`src/rtl/rename_table_pkg.sv`:
```
// rename_table_pkg: shared types and sizes for the register alias table and free list.
package rename_table_pkg;
    localparam int ARCH_REGS       = 32;
    localparam int FREE_LIST_DEPTH = 32;
    typedef logic [5:0] phys_reg_t;
    typedef logic [4:0] arch_reg_t;
    typedef logic [4:0] fl_ptr_t;
    typedef logic [5:0] fl_count_t;
endpackage

```
`src/rtl/rename_table_free_list.sv`:
```
// free_list: circular FIFO of free physical IDs with two pops, two pushes and head restore.
// Ports: clk/rst; pops = number of IDs consumed this edge; push_k/push_id_k return IDs
// (ID 0 is dropped); restore/restore_head rewind the head; head_id_0/1 are the next two
// free IDs; head and count expose pointer state; stop is registered (count after edge < 2).
module free_list
    import rename_table_pkg::*;
(
    input  logic       clk,
    input  logic       rst,
    input  logic [1:0] pops,
    input  logic       push_0,
    input  phys_reg_t  push_id_0,
    input  logic       push_1,
    input  phys_reg_t  push_id_1,
    input  logic       restore,
    input  fl_ptr_t    restore_head,
    output phys_reg_t  head_id_0,
    output phys_reg_t  head_id_1,
    output fl_ptr_t    head,
    output fl_count_t  count,
    output logic       stop
);
    localparam fl_count_t FULL = fl_count_t'(FREE_LIST_DEPTH);
    phys_reg_t entries [FREE_LIST_DEPTH];
    fl_ptr_t   tail, head_next, tail_next, diff;
    fl_count_t after_pop, count_next;
    logic      acc_0, acc_1;
    assign head_id_0 = entries[head];
    assign head_id_1 = entries[head + 5'd1];
    always_comb begin
        after_pop  = count - fl_count_t'(pops);
        acc_0      = push_0 && push_id_0 != '0 && after_pop < FULL;
        acc_1      = push_1 && push_id_1 != '0 && (after_pop + fl_count_t'(acc_0)) < FULL;
        tail_next  = tail + fl_ptr_t'(acc_0) + fl_ptr_t'(acc_1);
        head_next  = restore ? restore_head : head + fl_ptr_t'(pops);
        diff       = tail_next - head_next;
        // A restored head always leaves at least one speculative ID free, so equal
        // pointers after a rollback mean a full list, never an empty one.
        count_next = restore ? (diff == '0 ? FULL : fl_count_t'(diff))
                             : after_pop + fl_count_t'(acc_0) + fl_count_t'(acc_1);
    end
    always_ff @(posedge clk) begin
        if (rst) begin
            for (int i = 0; i < FREE_LIST_DEPTH; i++) entries[i] <= phys_reg_t'(FREE_LIST_DEPTH + i);
            head  <= '0;
            tail  <= '0;
            count <= FULL;
            stop  <= 1'b0;
        end else begin
            if (acc_0) entries[tail] <= push_id_0;
            if (acc_1) entries[tail + fl_ptr_t'(acc_0)] <= push_id_1;
            head  <= head_next;
            tail  <= tail_next;
            count <= count_next;
            stop  <= count_next < 6'd2;
            assert (!(push_0 && push_id_0 != '0 && !acc_0) && !(push_1 && push_id_1 != '0 && !acc_1))
                else $error("free_list: push dropped on full list");
        end
    end
endmodule

```
`src/rtl/rename_table.sv`:
```
// rename_table: register alias table plus free list serving two rename queries per cycle.
// Ports: clk/rst; delete_tagged rolls back to the checkpoint, clear_tags drops it;
// qK_rs_1/qK_rs_2/qK_rd/qK_rename/qK_tag are query K inputs, qK_rs_1_id/qK_rs_2_id are the
// mapped sources and qK_rn the allocated ID; free_valid_k/free_rn_k return retired IDs;
// stop_out (registered) tells the resolver fewer than two IDs remain.
module rename_table
    import rename_table_pkg::*;
(
    input  logic      clk,
    input  logic      rst,
    input  logic      delete_tagged,
    input  logic      clear_tags,
    input  arch_reg_t q0_rs_1,
    input  arch_reg_t q0_rs_2,
    input  arch_reg_t q0_rd,
    input  logic      q0_rename,
    input  logic      q0_tag,
    output phys_reg_t q0_rs_1_id,
    output phys_reg_t q0_rs_2_id,
    output phys_reg_t q0_rn,
    input  arch_reg_t q1_rs_1,
    input  arch_reg_t q1_rs_2,
    input  arch_reg_t q1_rd,
    input  logic      q1_rename,
    input  logic      q1_tag,
    output phys_reg_t q1_rs_1_id,
    output phys_reg_t q1_rs_2_id,
    output phys_reg_t q1_rn,
    input  logic      free_valid_0,
    input  phys_reg_t free_rn_0,
    input  logic      free_valid_1,
    input  phys_reg_t free_rn_1,
    output logic      stop_out
);
    phys_reg_t  map      [ARCH_REGS];
    phys_reg_t  ckpt_map [ARCH_REGS];
    fl_ptr_t    head, ckpt_head;
    fl_count_t  count;
    phys_reg_t  head_id_0, head_id_1;
    logic       ckpt_valid, want_0, want_1, alloc_0, alloc_1, restore, take_ckpt;
    logic [1:0] pops;
    assign q0_rs_1_id = map[q0_rs_1];
    assign q0_rs_2_id = map[q0_rs_2];
    assign q1_rs_1_id = map[q1_rs_1];
    assign q1_rs_2_id = map[q1_rs_2];
    always_comb begin
        want_0    = q0_rename && q0_rd != '0;
        want_1    = q1_rename && q1_rd != '0;
        // A rollback cycle ignores queries; an empty list refuses the allocation.
        alloc_0   = !delete_tagged && want_0 && count != '0;
        alloc_1   = !delete_tagged && want_1 && count >= (alloc_0 ? 6'd2 : 6'd1);
        pops      = {1'b0, alloc_0} + {1'b0, alloc_1};
        restore   = delete_tagged && ckpt_valid;
        take_ckpt = !ckpt_valid && !clear_tags && ((alloc_0 && q0_tag) || (alloc_1 && q1_tag));
        q0_rn     = (q0_rename && !alloc_0) ? '0 : head_id_0;
        q1_rn     = (q1_rename && !alloc_1) ? '0 : (alloc_0 ? head_id_1 : head_id_0);
    end
    free_list u_free_list (
        .clk          (clk),
        .rst          (rst),
        .pops         (pops),
        .push_0       (free_valid_0),
        .push_id_0    (free_rn_0),
        .push_1       (free_valid_1),
        .push_id_1    (free_rn_1),
        .restore      (restore),
        .restore_head (ckpt_head),
        .head_id_0    (head_id_0),
        .head_id_1    (head_id_1),
        .head         (head),
        .count        (count),
        .stop         (stop_out)
    );
    always_ff @(posedge clk) begin
        if (rst) begin
            for (int i = 0; i < ARCH_REGS; i++) begin
                map[i]      <= phys_reg_t'(i);
                ckpt_map[i] <= phys_reg_t'(i);
            end
            ckpt_head  <= '0;
            ckpt_valid <= 1'b0;
        end else if (restore) begin
            map        <= ckpt_map;
            ckpt_valid <= 1'b0;
        end else begin
            if (clear_tags || delete_tagged) begin
                ckpt_valid <= 1'b0;
            end else if (take_ckpt) begin
                ckpt_valid <= 1'b1;
                ckpt_map   <= map;
                ckpt_head  <= head;
            end
            // Query 1 is written last so it wins when both rename the same register.
            if (alloc_0) map[q0_rd] <= q0_rn;
            if (alloc_1) map[q1_rd] <= q1_rn;
            assert (delete_tagged || (want_0 == alloc_0 && want_1 == alloc_1))
                else $error("rename_table: allocation requested with empty free list");
        end
    end
endmodule

```
`config.mk`:
```
export PLATFORM = sky130hd
export DESIGN_NAME = rename_table
export DESIGN_NICKNAME = d
export VERILOG_FILES = /design/src/rtl/rename_table_pkg.sv /design/src/rtl/rename_table_free_list.sv /design/src/rtl/rename_table.sv
export SDC_FILE = /design/constraint.sdc
export NUM_CORES = 2
export LEC_CHECK = 0
export CORE_UTILIZATION = 65
export DETAILED_ROUTE_END_ITERATION = 7
export PLACE_DENSITY = 0.86
export SYNTH_ARGS = -nofsm -noshare
export SYNTH_HDL_FRONTEND = slang
export SYNTH_HIERARCHICAL = 1
export SYNTH_SLANG_ARGS = --single-unit
```
`constraint.sdc`:
```
create_clock -name clk -period 17.7 [get_ports clk]
set_input_delay 3.54 -clock clk [delete_from_list [all_inputs] [get_ports clk]]
set_output_delay 3.54 -clock clk [all_outputs]
set_load 0.01 [all_outputs]
```
==> run metrics <==
routed vias 35,800; Syn Inst Count between 3,000 and 4,000; most frequent cells in the layout dfxtp_1, mux4_2, a21oi_1; MaxCap Viol Count 1; Final Hold Fails 0; Worst-Margin Slew around 1.5 ns; Ports roughly 90; Post-synth EDFFs between 150 and 200; Remaining DRCs 37; Port Buffers 88; die height 247 µm; Post-Syn Nets 3,715; Final Max Slew Viols 0; Net Sw Frac 38.2%; commonest non-fill, non-tap cell in the layout dfxtp_1; Net Sw Power 1.62 mW; vias in the first global route 33,900; Die X-Extent around 250 µm; P_int ~2.6 mW; remaining global-route overflow 0; Synth async-reset ratio 0%; Top cell by count, worst path buf_4; VDD IR max around 110 µV; Crit. End Element output pin; largest net degree at the start of global routing 168; DR iter-0 viols just over 7,000; maximum root-to-sink buffer count 3; Power Density ~100 nW/µm²; P&R area growth vs syn 6.91%; Comb power frac roughly a third; crit-path cells clkdlybuf4s50_1 > nand2b_1 > a221oi_2 > buf_4 > inv_1 > ha_1 > nand2b_1 > a211oi_4 > buf_4 > o31ai_4 > buf_4 > buf_4 > nand2_1 > inv_1 > clkdlybuf4s50_1; Setup TNS Final 0 ns; failing checks DRC, capacitance limit; Initial Util around 66%; Routed WL per cell around 34 µm; mapped cell area between 30,000 and 40,000 µm²; vias per inst about 8.4; Final HPWL DP between 80 and 90 mm; register-to-register setup slack between 8 and 9 ns; final instance area roughly 42,000 µm²; crit start category input pin; Min-Delay Path Class flip-flop to flip-flop; unrepaired setup endpoints after global routing no; Placement Setup Slack 5.20 ns; Cell Rows 89; worst hold slack roughly 0.44 ns; Setup Viol. Count Final 0; clock network power share about 31%; Yosys reg bits 599; crit share post-route between 70% and 80%; fillers 4,065; WP data arrival 9.07 ns; biggest cell delay along the critical path approximately 0.74 ns; DR pass1 iterations 8; Mean Syn Cell Area roughly 11 µm²; library cells used by synthesis 96; postcts setup bufs 0; setup ws final roughly 5 ns; gr usage total between 40% and 50%; Max Freq 79.3 MHz; synth warn 6; Primary FF master, synth dfxtp_1; status finished with violations; first-pass GRT wire length about 210 mm; slew margin rel. under 10%; die area roughly 60,000 µm²; Max Fanout on Critical Path just under 70; Final ANT Viol Nets 0; Required @ worst endpoint roughly 14 ns; share of layout cells above drive strength 1 23.4%; Worst Path Class, Setup input pin to output pin; Crit-path slowest cell buf_4; clk_skew between 0.04 and 0.05 ns; htree depth 2; nets@finish approximately 3,500; cts repair resizes 0; root buffer cell clkbuf_16; leakage power 12.9 nW; post-layout min period 12.61 ns; Hold Buf Count CTS 0; DRT Wirelength about 140 mm; Num Clock Sinks roughly 600; CTS Buf Count 61; clock tree from TritonCTS done; initial antenna violation count 6; CTS clk-pin slew, worst paths about 0.06 ns; placed cell area roughly 40,000 µm²; post-layout util about 71%; register share of total power between 30 and 40%; Final GP Congestion slightly above 1; core area 59,200 µm²; Seq/Total Area, Yosys a little over a third; clk_lat worst skew around 0.69 ns
[worst paths after layout]
path | startpoint | endpoint | cells past startpoint
worst max-delay path | delete_tagged | q1_rn[1] | 15
worst min-delay path | ckpt_map[187] | map[187] | 2
worst max register to register | u_free_list/count[2] | u_free_list/stop | 32
worst min register to register | ckpt_map[187] | map[187] | 2
[sequential cells by signal (all words and copies together), names as in the netlist]
name                 cells
ckpt_head                5
ckpt_map               192
ckpt_valid               1
map                    192
u_free_list/count        6
u_free_list/entries    192
u_free_list/head         5
u_free_list/stop         1
u_free_list/tail         5
[metal layers]
metal  routed length, µm  track usage, %  vias up
li1                    -               -    14100
met1               44200            55.4    16800
met2               59600            65.8     3814
met3               26000            20.6     1054
met4               14000            35.2        6
met5                 118               0        -
[cell usage after synthesis, drive strengths merged, types with 5 or more instances]
master,instances,area [µm²]
o221ai,9,78.8
and3,86,538
nor3,56,364
ha,20,250
nand2,118,445
o22ai,18,113
o211ai,15,113
buf,120,624
nand3,165,826
nor3b,13,103
nand2b,20,125
o31ai,68,515
a21boi,8,60.1
o21ai,305,1530
mux4,360,8110
xor2,6,52.6
edfxtp,192,5770
a211oi,86,811
nor4,35,264
dfxtp,407,8150
nand3b,78,586
or3,27,169
or4,14,113
a32o,14,140
mux2,195,2200
xnor2,11,104
nand4,19,119
mux2i,50,500
a31oi,27,169
a21oi,330,1660
and2,14,87.6
o311ai,17,149
clkbuf,292,1100
a311o,7,70.1
nor2,111,427
a22o,5,43.8
a221o,26,260
or3b,5,43.8
a211o,96,850
o2bb2ai,12,105
o32a,19,190
o22a,5,43.8
nor2b,56,350
a22oi,25,188
inv,29,109
[cell families after synthesis]
logic type | Yosys count | synth area share, %
muxes | 605 | 27.6
AOI/OAI and AO/OA | 1119 | 18.8
xor gates and xnor gates | 19 | 0.515
DFF | 599 | 35.6
adders and majority gates | 23 | 0.793
buffers and inverters | 444 | 4.72
and+or+nand+nor | 831 | 12.0
[power by group through the flow]
stage / Clock (mW) / Combinational, mW / Sequential [mW]
finish: 1.32 / 1.37 / 1.54
global route: 1.36 / 1.37 / 1.55
CTS: 1.30 / 1.28 / 1.54
detailed placement: 0 / 1.27 / 1.57
global placement: 0 / 1.25 / 1.57
floorplan: 0 / 0.887 / 1.52
[worst max-delay path, delay by kind of cell]
| kind | cells | cell delay (ns) |
|---|---|---|
| simple gates | 3 | 0.68 |
| buf+inv | 8 | 3.92 |
| fa+ha+maj | 1 | 0.27 |
| compound gates | 3 | 0.58 |
[through the flow]
| stage | cells | total power, mW |
|---|---|---|
| 6_report | 4270 | 4.23 |
| 5_1_grt | 4269 | 4.28 |
| 4_1_cts | 4267 | 4.12 |
| 3_5_place_dp | 4156 | 2.84 |
| 3_3_place_gp | 4156 | 2.81 |
| 2_1_floorplan | 3640 | 2.40 |
[cell type report]
cell class,instances,area (µm²),area share [%]
Clock inverter,21,176,0.422
Timing Repair Buffer,155,1370,3.27
Clock buffer,90,1780,4.26
Multi-Input combinational cell,2597,23500,56.1
Tap cell,773,967,2.31
Sequential cell,599,13900,33.3
Antenna cell,3,7.51,0.0180
Inverter,32,125,0.299
Note: power is estimated with default switching activity, not from simulation.
